$ cat src/rtl/npc_unit.sv
// npc_unit: fetch-address generator for the MIPS pipeline.
//
// Holds the architectural fetch PC and computes the next PC. The next PC
// comes from exception entry, eret, D-stage control transfers, or
// sequential fetch. A one-entry pending buffer keeps a taken redirect
// that arrives while the fetch side is held.
//
// Ports:
//   clk       in   clock, rising edge
//   reset     in   asynchronous, active-high reset
//   stall     in   D-stage hazard stall (F and D frozen, D controls ignored)
//   f_hold    in   fetch-side hold (F frozen, D advances)
//   br_type   in   00 none, 01 cond branch, 10 jump-imm, 11 jump-reg
//   br_cond   in   branch condition (only used for br_type 01)
//   d_pc      in   PC of the D-stage instruction
//   d_imm     in   signed word offset
//   d_index   in   jump index
//   d_rs      in   jump-register target
//   exc_req   in   exception / interrupt redirect
//   eret_req  in   return from exception
//   epc       in   eret return address
//   pc        out  current fetch PC (registered)
//   npc       out  value pc takes at the next edge (combinational)
//   pend_v    out  pending redirect valid (registered)
//   adel      out  fetch address error for the current pc
module npc_unit #(
  parameter int ADDR_W = 32,
  parameter int OFF_W  = 16,
  parameter int IDX_W  = 26,
  parameter logic [ADDR_W-1:0] RESET_PC = 32'h0000_3000,
  parameter logic [ADDR_W-1:0] EXC_PC   = 32'h0000_4180,
  parameter logic [ADDR_W-1:0] IMEM_LO  = 32'h0000_3000,
  parameter logic [ADDR_W-1:0] IMEM_HI  = 32'h0000_6FFF
) (
  input  logic              clk,
  input  logic              reset,
  input  logic              stall,
  input  logic              f_hold,
  input  logic [1:0]        br_type,
  input  logic              br_cond,
  input  logic [ADDR_W-1:0] d_pc,
  input  logic [OFF_W-1:0]  d_imm,
  input  logic [IDX_W-1:0]  d_index,
  input  logic [ADDR_W-1:0] d_rs,
  input  logic              exc_req,
  input  logic              eret_req,
  input  logic [ADDR_W-1:0] epc,
  output logic [ADDR_W-1:0] pc,
  output logic [ADDR_W-1:0] npc,
  output logic              pend_v,
  output logic              adel
);

  localparam int SEXT_W = ADDR_W - OFF_W;

  localparam logic [1:0] BR_NONE = 2'b00;
  localparam logic [1:0] BR_COND = 2'b01;
  localparam logic [1:0] BR_JIMM = 2'b10;
  localparam logic [1:0] BR_JREG = 2'b11;

  logic [ADDR_W-1:0] pend_q;
  logic [ADDR_W-1:0] pend_nxt;
  logic              pend_v_nxt;

  logic [ADDR_W-1:0] d_pc4;
  logic [ADDR_W-1:0] off_ext;
  logic [ADDR_W-1:0] br_tgt;
  logic [ADDR_W-1:0] j_tgt;
  logic [ADDR_W-1:0] xfer_tgt;
  logic              taken;
  logic              redir_v;
  logic [ADDR_W-1:0] redir_tgt;

  // Transfer targets. The jump region bits come from the delay-slot
  // address (d_pc+4), not from the jump instruction's own address.
  assign d_pc4   = d_pc + ADDR_W'(4);
  assign off_ext = {{SEXT_W{d_imm[OFF_W-1]}}, d_imm} << 2;
  assign br_tgt  = d_pc4 + off_ext;
  assign j_tgt   = {d_pc4[ADDR_W-1:IDX_W+2], d_index, 2'b00};

  always_comb begin
    xfer_tgt = d_rs;
    taken    = 1'b0;
    case (br_type)
      BR_NONE: begin
        xfer_tgt = d_rs;
        taken    = 1'b0;
      end
      BR_COND: begin
        xfer_tgt = br_tgt;
        taken    = br_cond;
      end
      BR_JIMM: begin
        xfer_tgt = j_tgt;
        taken    = 1'b1;
      end
      BR_JREG: begin
        xfer_tgt = d_rs;
        taken    = 1'b1;
      end
      default: begin
        xfer_tgt = d_rs;
        taken    = 1'b0;
      end
    endcase
  end

  // exc/eret act regardless of stall; D-stage transfers only when D advances.
  always_comb begin
    redir_v   = 1'b0;
    redir_tgt = xfer_tgt;
    if (exc_req) begin
      redir_v   = 1'b1;
      redir_tgt = EXC_PC;
    end else if (eret_req) begin
      redir_v   = 1'b1;
      redir_tgt = epc;
    end else if (!stall && taken) begin
      redir_v   = 1'b1;
      redir_tgt = xfer_tgt;
    end
  end

  // A redirect under f_hold parks in the pending buffer (overwriting any
  // older entry) and pc stays put; otherwise it loads pc directly.
  always_comb begin
    npc        = pc;
    pend_nxt   = pend_q;
    pend_v_nxt = pend_v;
    if (redir_v) begin
      if (f_hold) begin
        pend_nxt   = redir_tgt;
        pend_v_nxt = 1'b1;
      end else begin
        npc        = redir_tgt;
        pend_v_nxt = 1'b0;
      end
    end else if (!stall && !f_hold) begin
      if (pend_v) begin
        npc        = pend_q;
        pend_v_nxt = 1'b0;
      end else begin
        npc = pc + ADDR_W'(4);
      end
    end
  end

  always_ff @(posedge clk or posedge reset) begin
    if (reset) begin
      pc     <= RESET_PC;
      pend_q <= '0;
      pend_v <= 1'b0;
    end else begin
      pc     <= npc;
      pend_q <= pend_nxt;
      pend_v <= pend_v_nxt;
    end
  end

  assign adel = (pc[1:0] != 2'b00) || (pc < IMEM_LO) || (pc > IMEM_HI);

endmodule
$ cat config.mk
export PLATFORM = sky130hd
export DESIGN_NAME = npc_unit
export DESIGN_NICKNAME = d
export VERILOG_FILES = /design/src/rtl/npc_unit.sv
export SDC_FILE = /design/constraint.sdc
export NUM_CORES = 1
export LEC_CHECK = 0
export BUFFER_PORTS_ARGS = -buffer_cell sky130_fd_sc_hd__buf_4
export CAP_MARGIN = 40
export CORE_MARGIN = 5
export CORE_UTILIZATION = 25
export CTS_BUF_LIST = sky130_fd_sc_hd__clkbuf_4 sky130_fd_sc_hd__clkbuf_8
export CTS_CLUSTER_DIAMETER = 60
export DETAILED_ROUTE_END_ITERATION = 6
export GPL_ROUTABILITY_DRIVEN = 0
export PLACE_DENSITY = 0.46
export SYNTH_ARGS = -nofsm -noshare
export SYNTH_HDL_FRONTEND = slang
export SYNTH_SLANG_ARGS = --single-unit
export TNS_END_PERCENT = 10
$ cat constraint.sdc
create_clock -name clk -period 5.3 [get_ports clk]
set_clock_uncertainty 0.05 [all_clocks]
set_input_delay 0.53 -clock clk [delete_from_list [all_inputs] [get_ports clk]]
set_output_delay 0.53 -clock clk [all_outputs]
set_load 0.005 [all_outputs]
==> results of run 1 <==
==> stage by stage <==
| stage | hold slack, ns | setup slack [ns] | std cells | total power, mW | util |
|---|---|---|---|---|---|
| after global placement | 0.412 | 0.552 | 1422 | 1.47 | 0.325 |
| after CTS | 0.189 | 0.496 | 1441 | 1.90 | 0.334 |
| final | 0.191 | 0.493 | 1441 | 1.88 | 0.334 |
| after floorplan | 0.393 | 1.19 | 908 | 1.07 | - |
| after detailed placement | 0.418 | 0.504 | 1426 | 1.47 | 0.327 |
| after global routing | 0.214 | 0.145 | 1441 | 2.00 | 0.334 |
==> cell usage after synthesis, drive strengths merged, types with 9 or more instances <==
cell	number
a21o	20
a21oi	86
a221o	10
a221oi	28
a22o	9
a31oi	14
and3	9
buf	10
clkbuf	48
dfrtp	63
ha	41
inv	20
nand2	112
nand3	36
nand4	20
nor2	90
nor3	18
nor4	9
o21ai	76
xnor2	34
xor2	23
==> placed cells by master, fill, tap and decap left out, types with 8 or more instances in the layout <==
cell	count
nand4_1	19
nor4_1	8
buf_4	232
xnor2_1	33
o21ai_0	74
a22oi_1	8
inv_1	18
dfrtp_1	63
nand2b_1	8
ha_1	40
a21o_1	20
a22o_1	9
o211ai_1	8
a221oi_1	28
nor2_1	90
nor3_1	17
clkbuf_8	9
and3_1	8
xor2_1	23
a31oi_1	14
nand3_1	36
a221o_1	10
nand2_1	112
a21oi_1	86
==> state kept, by name, indices dropped and copies added, names as in the netlist <==
register  cells
pc           32
pend_q       32
pend_v        1
==> area by class of cell <==
| type | instances | area share |
|---|---|---|
| clock buffer | 9 | 0.0138 |
| sequential | 65 | 0.181 |
| tap | 341 | 0.0475 |
| multi-input combinational | 765 | 0.542 |
| timing repair buffer | 235 | 0.200 |
| clock inverter | 6 | 0.00669 |
| inverter | 20 | 0.00836 |
==> worst max-delay path: cells and delay by family <==
family          cells  cell delay, ns
simple gates        8            1.72
compound gates      4            1.05
xor+xnor            2            0.34
fa+ha+maj           1            0.33
buf+inv             2            0.25
==> power breakdown <==
group	internal [mW]	switching, mW	leakage (nW)
Clock	0.212	0.206	0.0909
Sequential	0.562	0.0911	0.817
Combinational	0.375	0.435	3.04
==> metal layers <==
metal	GRT usage	share of wire
met5	0	0.0011
met4	0.0327	0.0084
met3	0.0422	0.064
met2	0.297	0.45
met1	0.262	0.48
==> path summary, 6_finish.rpt <==
check	start	slack [ns]	end	cells after the start
setup / recovery	d_pc[13]	0.49	npc[31]	17
hold / removal	reset	0.19	pend_q[22]	3
setup reg to reg	pc[2]	2.26	pc[26]	10
hold reg to reg	pend_q[1]	0.43	pend_q[1]	2
max in group asynchronous	reset	4.42	pc[12]	4
min in group clk	pend_q[1]	0.43	pend_q[1]	2
==> kinds of logic after synthesis <==
logic type / synth area share
compound gates: 0.320
xor+xnor: 0.0747
fa+ha+maj: 0.0785
buf+inv: 0.0435
flops: 0.240
mux: 0.0186
simple gates: 0.225
==> results.ini, run 1 <==
[placed_design]
dpl.hpwl_mm = 23.7
io_buffers = 212
placed_area_sq_um = 8790

[cells_and_area]
seqCellArea_sq_um = 1630
syn2layout_area_growth_pct = 32.2
fin_area_sq_um = 8980
nFillCells = 2993
drive_above_1_share = 0.246
multi_input_area_sq_um = 4870
diodes = 0
nets = 1285

[clock_tree]
clock_sinks = 65
h-tree-depth = 3
cts_tree = built
postCtsSetupRepairBufs = 0
worstSkewPairLatency_ns = 0.36
cts_buffer_depth = 2
cts_hold_buf = 0
cts_buffers = 9
cts-root-buf = clkbuf_8
cts-resized-gates = 0
clk_pin_slew_ns = 0.08

[die]
core_sq_um = 26900
dieArea_sq_um = 30500
start_util = 0.253
die_y_um = 175
die_x_um = 175
num_io_pins = 213
fp-row-count = 60

[setup_path]
cpMostUsedCell = buf_4
crit_path_cell_trace = buf_4 > and4_1 > and3_4 > nor3b_4 > nand2_1 > nor2_1 > xor2_1 > ha_1 > nor2b_1 > o21ai_0 > nand2b_1 > o31a_1 > or3_1 > xnor2_1 > a31oi_1 > a221o_1 > buf_4
crit_type = in2out
critPathRequiredTime_ns = 4.72
critPathMaxStageDelay_ns = 0.43
critPathMaxFanout = 7
end_kind = output pin
slowest_stage = a221o_1
critPathLaunchType = input port
arrival_ns = 4.23

[synth]
synth_top_area_share = 0.232
yosysWarnings = 0
netlist_area_sq_um = 6790
ys_seq_elements = 65
avgSynthCellArea_sq_um = 7.48
synth_edf_count = 0
synth_cell_type_count = 67
ys_seq_area_frac = 0.240
synthTopCellsByArea = dfrtp_1, ha_1, a21oi_1
synth-main-ff-cell = dfrtp_1
syn_inst = 908
synth_async_sr_flop_share = 1.00
synth_nets = 1097
yosys.area.top_type = dfrtp_1

[detailed_routing]
via_per_inst = 5.33
wl_per_cell_um = 20.6
wirelength_mm = 29.6
firstDrtPassIters = 5
vias = 7677
ant_nets = 0
drtIter0Drc = 538
drc_errors = 0

[sta]
setup_viol = 0
fmax_mhz = 208
hold_viol = 0
min_period_ns = 4.81
setup_tns_ns = 0
maxSlewHeadroom = 0.495
fin_crit_sh = 0.907
rsz0062_at_grt = no
worst_pin_slew_ns = 0.739
drv_slew = 0

[global_routing]
grt_overflow = 0
grt_pass1_wl_mm = 45.1
grt_use_total = 0.186
grt_max_degree = 58
grt_pass1_vias = 7728
antenna_found_initial = 2

[outcome]
status = complete, no violations

[power]
powerDensity_nw_per_um2 = 210
power.leakage_nw = 3.94
peakVddDrop_uv = 86.7

[hold_path]
min_path_type = in2async

[run]
cap_viol_max_count = 0

No activity file was read; power rests on OpenSTA's default activity.
==> inputs of run 2 (changes only) <==
--- a/config.mk
+++ b/config.mk
@@ -5,15 +5,16 @@
 export SDC_FILE = /design/constraint.sdc
 export NUM_CORES = 1
 export LEC_CHECK = 0
+export ABC_AREA = 1
 export BUFFER_PORTS_ARGS = -buffer_cell sky130_fd_sc_hd__buf_4
 export CAP_MARGIN = 40
 export CORE_MARGIN = 5
 export CORE_UTILIZATION = 25
 export CTS_BUF_LIST = sky130_fd_sc_hd__clkbuf_4 sky130_fd_sc_hd__clkbuf_8
-export CTS_CLUSTER_DIAMETER = 60
+export CTS_CLUSTER_DIAMETER = 80
 export DETAILED_ROUTE_END_ITERATION = 6
 export GPL_ROUTABILITY_DRIVEN = 0
-export PLACE_DENSITY = 0.46
+export PLACE_DENSITY = 0.45
 export SYNTH_ARGS = -nofsm -noshare
 export SYNTH_HDL_FRONTEND = slang
 export SYNTH_SLANG_ARGS = --single-unit
==> results.ini, run 2 <==
[die]
core_sq_um = 31600
fp-row-count = 65
start_util = 0.253
num_io_pins = 213
die_x_um = 189
die_y_um = 189
dieArea_sq_um = 35600

[power]
p_comb_frac = 0.445
power.leakage_nw = 5.19
clkPwrFrac = 0.234
p_sw_frac = 0.404
powerDensity_nw_per_um2 = 195
seq_power_share = 0.320
peakVddDrop_uv = 102
p_sw_mw = 0.803
power.internal_mw = 1.19
p_total_mw = 1.99

[clock_tree]
h-tree-depth = 3
cts_buffer_depth = 2
cts_tree = built
cts-root-buf = clkbuf_8
cts-resized-gates = 0
clk_pin_slew_ns = 0.07
cts_hold_buf = 0
clock_sinks = 65
cts_buffers = 9
postCtsSetupRepairBufs = 0
worstSkewPairLatency_ns = 0.36

[hold_path]
min_path_type = in2async

[setup_path]
critPathMaxFanout = 5
crit_type = in2out
path_buf_inv = 4
end_kind = output pin
cpMostUsedCell = nand2_1
crit_path_cell_trace = buf_4 > ha_1 > inv_1 > nor2_2 > nand2_1 > nor3_1 > xnor2_1 > inv_1 > ha_1 > nand2_1 > nor2_1 > nand2_1 > a21oi_1 > nor2_1 > nand2_1 > nand2_1 > o21ai_0 > nand2_1 > nand4_1 > nand2_1 > buf_4
critPathRequiredTime_ns = 4.72
crit_family = simple AND/OR/NAND/NOR gates
critPathLaunchType = input port
arrival_ns = 3.71
critPathMaxStageDelay_ns = 0.36
slowest_stage = ha_1

[synth]
avgSynthCellArea_sq_um = 6.01
ys_seq_area_frac = 0.204
synth_cell_type_count = 51
yosysMostFrequentCell = nand2_1
syn_inst = 1329
synthTopCellsByArea = dfrtp_1, nand2_1, nand3_1
yosys.area.top_type = dfrtp_1
synth_edf_count = 0
synth_async_sr_flop_share = 1.00
ys_top_cells_by_count = nand2_1, inv_1, nand3_1
ys_seq_elements = 65
synth-main-ff-cell = dfrtp_1
netlist_area_sq_um = 7990
synth_nets = 1518
yosysWarnings = 0
synth_top_area_share = 0.197

[sta]
postLayoutSetupSlackWorst_ns = 1.01
fmax_mhz = 233
drv_slew = 0
setup_tns_ns = 0
worst_pin_slew_ns = 0.658
rsz0062_at_grt = no
setup_viol = 0
min_period_ns = 4.29
fin_crit_sh = 0.810
hold_viol = 0
maxSlewHeadroom = 0.561

[global_routing]
grt_use_total = 0.181
grt_max_degree = 57
antenna_found_initial = 1
grt_pass1_wl_mm = 51.6
grt_overflow = 0
grt_pass1_vias = 9270

[placed_design]
post-place-ws_ns = 1.05
dpl.hpwl_mm = 27.8
io_buffers = 212
placed_area_sq_um = 9960

[cells_and_area]
fin_area_sq_um = 10200
nets = 1708
most-common-layout-cells = nand2_1, buf_4, inv_1
drive_above_1_share = 0.198
nFillCells = 3598
final_common_cell = nand2_1
syn2layout_area_growth_pct = 27.4
top_regs = pc: 32 flops, pend_q: 32 flops, pend_v: 1 flops
final_util = 0.323

[detailed_routing]
drtIter0Drc = 643
drc_errors = 0
via_per_inst = 4.85
firstDrtPassIters = 5
vias = 9351
wirelength_mm = 33.3
ant_nets = 0
wl_per_cell_um = 17.3

[run]
cap_viol_max_count = 0

[outcome]
status = complete, no violations

-- run 2: cell types whose count changed in the layout (fill, tap and decap cells not counted), moves of 9 or more --
| cell | previous run | this run |
|---|---|---|
| a22o_1 | 9 | 0 |
| a21o_1 | 20 | 2 |
| nand2_1 | 112 | 416 |
| nor2_2 | 0 | 10 |
| nor2_1 | 90 | 121 |
| inv_2 | 2 | 13 |
| o21ai_1 | 2 | 16 |
| a221oi_1 | 28 | 3 |
| nand3_1 | 36 | 130 |
| buf_4 | 232 | 220 |
| inv_1 | 18 | 154 |
| o21ai_0 | 74 | 42 |
| xnor2_1 | 33 | 11 |
-- run 2: per-stage QoR --
step	hold WS (ns)	instances
2_1_floorplan	0.394	1329
3_3_place_gp	0.414	1909
3_5_place_dp	0.417	1910
4_1_cts	0.197	1926
5_1_grt	0.235	1927
6_report	0.188	1927
-- run 2: power by group through the flow --
stage / clock network (mW) / registers [mW] / logic, mW
global route: 0.501 / 0.648 / 0.996
detailed placement: 0 / 0.647 / 0.888
global placement: 0 / 0.647 / 0.883
CTS: 0.481 / 0.638 / 0.892
finish: 0.466 / 0.638 / 0.886
floorplan: 0 / 0.624 / 0.505
-- run 2: final timing paths --
kind / from / to / slack [ns] / cells past startpoint
setup / recovery: d_pc[2] / npc[16] / 1.01 / 21
hold / removal: reset / pc[5] / 0.19 / 3
setup reg to reg: pc[2] / pc[20] / 3.12 / 13
hold reg to reg: pend_q[20] / pend_q[20] / 0.43 / 2
max in group asynchronous: reset / pend_q[20] / 4.48 / 4
min in group clk: pend_q[20] / pend_q[20] / 0.43 / 2
-- run 2: final cells by class --
cell class	instances	area [sq um]	share of cell area
well taps	402	503	0.0494
multi-input cells	1055	5530	0.543
repair buffers	221	1670	0.164
flip-flops and latches	65	1630	0.160
inverters	167	627	0.0616
diodes	1	2.50	0.000246
clock inverters	2	35.0	0.00344
clock buffers	14	180	0.0177
-- run 2: kinds of logic after synthesis --
kind of cell,after synthesis,synth area share
compound gates,215,0.162
buf+inv,209,0.104
simple gates,764,0.426
flops,65,0.204
xor+xnor,34,0.0382
fa+ha+maj,42,0.0667
-- run 2: worst register-to-register path, cell delays in order, from the launching register on --
cell	delay [ns]
dfrtp_1	0.45
ha_1	0.23
nand2_2	0.07
nor2_2	0.12
nand2_2	0.08
nor2_4	0.18
nand2_4	0.12
nor2_1	0.22
nand2_1	0.09
nand2_1	0.07
nand3_1	0.08
a31oi_1	0.14
a21oi_1	0.07
nand2_1	0.14
-- run 2: per-layer routing --
layer	up-vias	part of all wire	routed length [um]	GRT usage
met5	-	0	0	0
met4	0	0.021	702	0.0440
met3	31	0.043	1420	0.0226
met2	261	0.46	15400	0.301
met1	4297	0.47	15800	0.250
li1	4762	-	-	-
